### src/rtl/csr_regfile.sv
// Byte-wide CSR file for the mixer/SPDIF path: per-channel volumes with atomic commit,
// SPDIF user/channel-status snapshots, sticky W1C change status and a masked interrupt.
module csr_regfile #(
    parameter int          NUM_CH    = 2,
    parameter int          VOL_W     = 32,
    parameter logic [31:0] VOL_RESET = 32'h0100_0000,
    parameter int          SPD_W     = 384
) (
    input  logic                    clk,
    input  logic                    rst,
    input  logic [11:0]             addr_i,
    input  logic                    ack_i,
    input  logic                    wr_i,
    input  logic [7:0]              data_i,
    output logic [7:0]              data_o,
    input  logic [7:0]              rate_i,
    input  logic [SPD_W-1:0]        udata_i,
    input  logic [SPD_W-1:0]        cdata_i,
    output logic [NUM_CH*VOL_W-1:0] vol_o,
    output logic                    irq_o
);

    localparam int VB  = VOL_W / 8;
    localparam int SB  = SPD_W / 8;
    localparam int TOP = VB - 1;

    logic [VOL_W-1:0] staging_q [NUM_CH];
    logic [VOL_W-1:0] vol_q     [NUM_CH];
    logic [SPD_W-1:0] udata_sh, cdata_sh, udata_q, cdata_q;
    logic [7:0]       rate_q, mask_q, rd_data;
    logic [2:0]       status_q, status_set, status_clr, status_next;
    logic [VOL_W-1:0] commit_word;

    logic       rd_en, wr_en, vol_hit, udata_hit, cdata_hit;
    logic [5:0] vol_ch;
    logic [1:0] vol_byte;
    logic [9:0] spd_byte;

    assign rd_en     = ack_i & ~wr_i;
    assign wr_en     = ack_i & wr_i;
    assign vol_ch    = addr_i[7:2];
    assign vol_byte  = addr_i[1:0];
    assign spd_byte  = addr_i[9:0];
    assign vol_hit   = (addr_i[11:8] == 4'h0) && (32'(vol_ch) < NUM_CH) && (32'(vol_byte) < VB);
    assign udata_hit = (addr_i[11:10] == 2'b10) && (32'(spd_byte) < SB);
    assign cdata_hit = (addr_i[11:10] == 2'b11) && (32'(spd_byte) < SB);

    always_comb begin
        rd_data = 8'h00;
        for (int ch = 0; ch < NUM_CH; ch++)
            for (int by = 0; by < VB; by++)
                if (vol_hit && vol_ch == 6'(ch) && vol_byte == 2'(by))
                    rd_data = vol_q[ch][8*by +: 8];
        case (addr_i)
            12'h100: rd_data = rate_i;
            12'h101: rd_data = {5'b0, status_q};
            12'h102: rd_data = mask_q;
            default: ;
        endcase
        // Byte 0 of each snapshot window returns live data; the rest come from the shadow.
        if (udata_hit) begin
            if (spd_byte == 10'd0)
                rd_data = udata_i[7:0];
            for (int k = 1; k < SB; k++)
                if (spd_byte == 10'(k))
                    rd_data = udata_sh[8*k +: 8];
        end
        if (cdata_hit) begin
            if (spd_byte == 10'd0)
                rd_data = cdata_i[7:0];
            for (int k = 1; k < SB; k++)
                if (spd_byte == 10'(k))
                    rd_data = cdata_sh[8*k +: 8];
        end
    end

    // Committed word is the staging value with the incoming top byte merged in.
    always_comb begin
        commit_word = '0;
        for (int ch = 0; ch < NUM_CH; ch++)
            if (vol_ch == 6'(ch))
                commit_word = staging_q[ch];
        commit_word[8*TOP +: 8] = data_i;
    end

    always_comb begin
        status_set  = {cdata_i != cdata_q, udata_i != udata_q, rate_i != rate_q};
        status_clr  = (wr_en && addr_i == 12'h101) ? data_i[2:0] : 3'b000;
        status_next = (status_q & ~status_clr) | status_set;
    end

    always_ff @(posedge clk) begin
        if (rst) begin
            data_o   <= 8'h00;
            status_q <= 3'b000;
            mask_q   <= 8'h00;
            irq_o    <= 1'b0;
            udata_sh <= '0;
            cdata_sh <= '0;
            rate_q   <= rate_i;
            udata_q  <= udata_i;
            cdata_q  <= cdata_i;
            for (int ch = 0; ch < NUM_CH; ch++) begin
                staging_q[ch] <= VOL_RESET[VOL_W-1:0];
                vol_q[ch]     <= VOL_RESET[VOL_W-1:0];
            end
        end else begin
            rate_q   <= rate_i;
            udata_q  <= udata_i;
            cdata_q  <= cdata_i;
            status_q <= status_next;
            irq_o    <= |({5'b0, status_next} & mask_q);
            if (wr_en && addr_i == 12'h102)
                mask_q <= data_i;
            if (rd_en) begin
                data_o <= rd_data;
                if (addr_i == 12'h800)
                    udata_sh <= udata_i;
                if (addr_i == 12'hC00)
                    cdata_sh <= cdata_i;
            end
            for (int ch = 0; ch < NUM_CH; ch++) begin
                if (wr_en && vol_hit && vol_ch == 6'(ch)) begin
                    for (int by = 0; by < VB; by++)
                        if (vol_byte == 2'(by))
                            staging_q[ch][8*by +: 8] <= data_i;
                    if (vol_byte == 2'(TOP))
                        vol_q[ch] <= commit_word;
                end
            end
        end
    end

    for (genvar g = 0; g < NUM_CH; g++) begin : g_vol
        assign vol_o[g*VOL_W +: VOL_W] = vol_q[g];
    end

endmodule

### config.mk
export PLATFORM = sky130hd
export DESIGN_NAME = csr_regfile
export DESIGN_NICKNAME = d
export VERILOG_FILES = /design/src/rtl/csr_regfile.sv
export SDC_FILE = /design/constraint.sdc
export NUM_CORES = 2
export LEC_CHECK = 0
export ABC_CLOCK_PERIOD_IN_PS = 4230
export CAP_MARGIN = 20
export CORE_MARGIN = 8
export CORE_UTILIZATION = 42
export DETAILED_ROUTE_END_ITERATION = 10
export PLACE_DENSITY = 0.73
export SLEW_MARGIN = 20
export SYNTH_ARGS = -nofsm -noshare
export SYNTH_HDL_FRONTEND = slang
export SYNTH_SLANG_ARGS = --single-unit
### constraint.sdc
create_clock -name clk -period 4.23 [get_ports clk]
set_input_delay 0.6345 -clock clk [delete_from_list [all_inputs] [get_ports clk]]
set_output_delay 0.6345 -clock clk [all_outputs]
set_load 0.05 [all_outputs]
* Word-level counts from Yosys, hierarchy flattened
Memory sizes are Yosys's and may differ from the RTL's.
Index checks and enable logic that the tools add are counted.
** Operators by class
- Order comparisons :: 2
- Equal/unequal tests :: 61
- Multiplexer cells :: 150
- Bitwise logic cells :: 17
- Reductions and logical operators :: 25
** Operators by type and width (count)
- 8-bit two-way mux :: 114
- 384-bit inequality test :: 2
- 10-bit by 5-bit == test with 1-bit output, second input constant :: 16
- 10-bit by 6-bit == test with 1-bit output, second input constant :: 16
- 10-bit by 4-bit == test with 1-bit output, second input constant :: 8
- 32-bit two-way mux :: 2
- 24-bit two-way mux :: 2
- 10-bit by 3-bit == test with 1-bit output, second input constant :: 4
- 12-bit by 9-bit == test with 1-bit output, second input constant :: 3
- 1-bit two-way mux :: 30
- 12-bit == test, second input constant :: 2
- 8-bit one-hot mux with 3 select lines :: 1
- 10-bit by 2-bit == test with 1-bit output, second input constant :: 2
- 1-bit logical AND :: 18
- 10-bit by 1-bit == test with 1-bit output, second input constant :: 1
- 10-bit logical NOT :: 1
- 10-bit by 6-bit < comparator with 1-bit output, second input constant :: 1
- 1-bit bitwise OR :: 10
- 3-bit by 8-bit AND with 8-bit output :: 1
- 2-bit == test, second input constant :: 4
- 8-bit inequality test :: 1
- 8-bit OR reduction :: 1
- 6-bit by 1-bit == test with 1-bit output, second input constant :: 1
- 6-bit logical NOT :: 1
- 11 further kinds :: 13
** Storage, ports and cells
- Register bits after elaboration :: 1564
- RAM bits :: 128
- Logic and storage cells :: 266
- Memories kept :: 2
** Memories
- staging_q :: depth 2, width 32, read ports 2, clocked after memory_dff 0, wr ports 2, line 27 : logic [VOL_W-1:0] staging_q [NUM_CH];
- vol_q :: depth 2, width 32, read ports 2, clocked after memory_dff 0, wr ports 2, line 28 : logic [VOL_W-1:0] vol_q [NUM_CH];

* Longest topological paths before layout
- Depth in word-level cells :: 111
- Gate-level depth with buffers :: 14
- Depth with buffers taken out :: 9

* Least setup slack after synthesis
OpenSTA, ideal clock, no wires.
- Kind :: input to register
- Start point :: in addr_i[6]
- End point :: mem vol_q[0][0] (enable)
- Setup time :: 0.428 ns
- Arrival :: 3.754 ns
- Setup slack :: 0.048 ns
- Stages :: 8
- Cells stage by stage :: buf_2 > or4_1 > clkbuf_1 > buf_2 > buf_2 > nor3_2 > nand3_1 > o21bai_1
** RTL lines
- start: declaration :: line 11 : input logic [11:0] addr_i,
- end: declaration :: line 28

* Final worst setup path
- Start point :: in addr_i[3]
- End point :: reg data_o[2]
** Between the ends
- Cells in the longest elaborated chain, start to end :: 111
** RTL lines
- 6-bit by 2-bit < comparator with 1-bit output :: line 44 : assign vol_hit = (addr_i[11:8] == 4'h0) && (32'(vol_ch) < NUM_CH) && (32'(vol_byte) < VB);
- 1-bit logical AND :: line 44
- 1-bit logical AND (2 in a row) :: line 52 : if (vol_hit && vol_ch == 6'(ch) && vol_byte == 2'(by))
- 8-bit two-way mux (8 in a row) :: line 52
- 8-bit one-hot mux with 3 select lines :: line 54 : case (addr_i)
- 8-bit two-way mux :: line 62 : if (spd_byte == 10'd0)
- 8-bit two-way mux (47 in a row) :: line 65 : if (spd_byte == 10'(k))
- 8-bit two-way mux :: line 61 : if (udata_hit) begin
- 8-bit two-way mux :: line 69 : if (spd_byte == 10'd0)
- 8-bit two-way mux (47 in a row) :: line 72 : if (spd_byte == 10'(k))
- 8-bit two-way mux * :: line 68 : if (cdata_hit) begin
- end signal: assignment :: line 116 : data_o <= rd_data;
- end: declaration :: line 15 : output logic [7:0] data_o,
Every way passes the cells marked *; elsewhere a longest branch is shown, timed or not.
A chain may end at the register's enable or synchronous reset.

==> run metrics <==
run status finished with violations; failing checks setup timing; vias in the first global route 61800; Initial Util 0.421; Die Wd 406 microns; core area 151000 sq um; final setup margin -0.108 ns; CP cell instances clkdlybuf4s50_1 -> buf_12 -> nor4bb_4 -> buf_4 -> nand3_1 -> buf_4 -> o221ai_1 -> o21ai_0 -> buf_4 -> a21oi_1 -> buf_4 -> o211ai_1 -> buf_4 -> or3_1 -> nand2_1 -> o211ai_1; Period minus WS final 4.34 ns; Syn. warnings 0; Die Span Y 406 microns; Ports 873; dominant cells by area after synthesis dfxtp_1 (49%), nand2_1 (9.6%), a21oi_1 (6.7%); Tcrit/Tclk final 1.03; Worst Hold Class in2reg; Cell Area, Synth 63800 sq um; cell mode on critical path buf_4; DR vias 65600; share of synthesized registers carrying an async set or reset 0; Yosys top cell by area dfxtp_1; final hold violation count 0; site row count 143; Clk Latency, worst-skew pair 0.83 ns; Internal Power 26.3 mW; Yosys reg bits 1660; Layout area overhead 36.3%; H-tree level count 4; CP endpoint kind register; wire per inst 37.3 microns; clock share of power 0.435; CTS tree built; global-route wire length before repair 522000 microns; clock-pin slew on the worst setup and hold paths 0.07 ns; combinational power share 0.099; Sw Share 0.256; crit-path max cell delay 0.94 ns; Psw 9.04 mW; estimated wirelength of the detail-placed design 329000 microns; Mapped Nets 7752; fillcell total 13300; Post-Route WL 399000 microns; Routed Antenna Nets 0; Setup crit start kind primary input; # clock sinks 1660; first-pass detailed-route iteration total 8; Critical Path RT 4.89 ns; number of synthesized flops with an enable pin 112; critical path class in2reg; Die Area 165000 sq um; Port Buf Inserts 872; setup TNS -0.283 ns; post-synthesis sequential area ratio 0.539; final net count 9285; Slew @ Worst Pin 1.36 ns; top cell type's share of synthesized area 0.486; PwrDens 407 nW/um^2; grt total ovfl 0; CTS Buf Count 169; Final Skew 0.0530 ns; Peak supply drop 388 uV; initial antenna violation count 81; Placer Congestion 1.10; relative slew slack 0.0911; Slew Viols, Final 0; GRT Total Usage 0.461; Lkg Pwr 31.8 nW; Post-Layout Cell Count 10700; clk root buf clkbuf_16; Placed Cells 10300; syn avg cell area 9.17 sq um; initial drt markers 11200; Synth Instances 6952; fmax 231 MHz; Reg power frac 0.466; Primary FF master, synth dfxtp_1; crit path DAT 5.00 ns; max cap viols 0; Worst path slowest cell o221ai_1; share of cells above drive strength 1 0.144; final setup fails 4; number of remaining DRC errors 0; Bufs on Longest Clock Path 3; unique cell type count in the Yosys netlist 89; largest net degree at the start of global routing 235; Via density 6.14; CP Max Fanout 4
==> critical path, delay by kind of cell <==
kind | cells | cell delay [ns]
simple gates | 4 | 1.22
buf+inv | 7 | 1.61
compound gates | 5 | 1.50
==> synthesized netlist by cell type (38+ instances only) <==
cell type and count:
o211ai_1 38, mux2i_1 41, a211oi_1 38, nor2_1 212, o22ai_1 107, nand3_1 77
nor4_1 130, edfxtp_1 112, nand2_1 1636, xor2_1 265, inv_1 83, dfxtp_1 1548
clkbuf_1 242, o221ai_1 41, nand4_1 165, a221oi_1 52, o21ai_0 100, nor3_1 90
xnor2_1 443, a22oi_1 88, a21oi_1 852, buf_2 126
==> stage by stage <==
stage          hold WS, ns  utilization  total power [mW]  worst slack, ns  instance area (sq um)
6_report            0.0907        0.574              35.4           -0.108                  86900
5_1_grt             0.0847        0.574              36.0          -0.0294                  86800
2_1_floorplan        0.430            -              17.8           0.0480                  63800
4_1_cts             0.0626        0.573              35.1           0.0308                  86700
3_3_place_gp         0.440        0.536              20.1            -1.49                  81100
3_5_place_dp         0.446        0.536              20.1            -1.41                  81100
==> path summary, 6_finish.rpt <==
path | start | endpoint | slack, ns | cells past startpoint
setup reg to reg | cdata_q[248]$_DFF_P_ | irq_o$_SDFF_PP0_ | 0.56 | 9
hold / removal | rst | udata_sh[378]$_SDFFE_PP0P_ | 0.09 | 2
setup / recovery | addr_i[3] | data_o[2]$_SDFFE_PP0P_ | -0.11 | 16
hold reg to reg | udata_sh[71]$_SDFFE_PP0P_ | udata_sh[71]$_SDFFE_PP0P_ | 0.46 | 2
==> power by group through the flow <==
stage / clock network [mW] / logic (mW) / registers (mW)
2_1_floorplan: 0 / 0.988 / 16.8
3_3_place_gp: 0 / 3.31 / 16.8
3_5_place_dp: 0 / 3.32 / 16.8
4_1_cts: 15.3 / 3.35 / 16.5
5_1_grt: 16.0 / 3.51 / 16.5
6_report: 15.4 / 3.51 / 16.5
==> layout make-up <==
cell class	count	area [sq um]	area share
Timing Repair Buffer	1753	16300	0.188
Antenna cell	46	115	0.00132
Tap cell	2030	2540	0.0292
Clock inverter	60	790	0.00909
Multi-Input combinational cell	4817	27600	0.318
Inverter	84	315	0.00363
Clock buffer	247	4850	0.0558
Sequential cell	1660	34400	0.395
==> metal layers <==
layer	vias to the layer above	share of wire	track usage	wire, microns
li1	27300	-	-	-
met4	46	0.057	0.208	22900
met2	4899	0.41	0.666	165000
met5	-	0.0013	0.00965	537
met1	32400	0.39	0.613	158000
met3	1086	0.13	0.169	53400
==> kinds of logic after synthesis <==
kind of cell,count (synthesis),synth area share
AOI/OAI and AO/OA,1562,0.151
buffers and inverters,475,0.0310
and+or+nand+nor,2487,0.172
DFF,1660,0.539
xor gates and xnor gates,708,0.0972
muxes,60,0.00997
==> sequential cells by signal, indices dropped and copies added (netlist names) <==
signal	cells
cdata_q	384
udata_q	384
cdata_sh	376
udata_sh	376
vol_q	64
staging_q	48
data_o	8
mask_q	8
rate_q	8
status_q	3
irq_o	1
==> what timing repair did <==
action                     4_1_cts  5_1_grt
buffers inserted                 0        0
setup endpoints to repair        1        4
hold buffers                     0        0
resized for setup                4        5
==> layout by cell type (no fill, tap or decap), types with 21 or more instances in the layout <==
master,Yosys,final
and2_1,34,34
mux2i_1,41,41
nor3_1,90,88
xor2_1,265,264
nor4_1,130,125
a21oi_1,852,851
buf_12,0,77
nor2_1,212,210
o22ai_1,107,107
o221ai_1,41,41
a221oi_1,52,52
clkbuf_16,0,169
edfxtp_1,112,112
a221o_1,23,22
clkbuf_1,242,45
dfxtp_1,1548,1548
a211oi_1,38,36
diode_2,0,46
inv_1,83,83
o2bb2ai_1,25,25
nand3_1,77,77
clkinv_2,0,22
a22o_1,21,21
buf_4,2,806
o21ai_0,100,100
clkdlybuf4s50_1,0,869
nand2_1,1636,1636
o211ai_1,38,38
nand4_1,165,165
a22oi_1,88,88
clkbuf_8,0,33
xnor2_1,443,441
No activity file was read; power rests on OpenSTA's default activity.
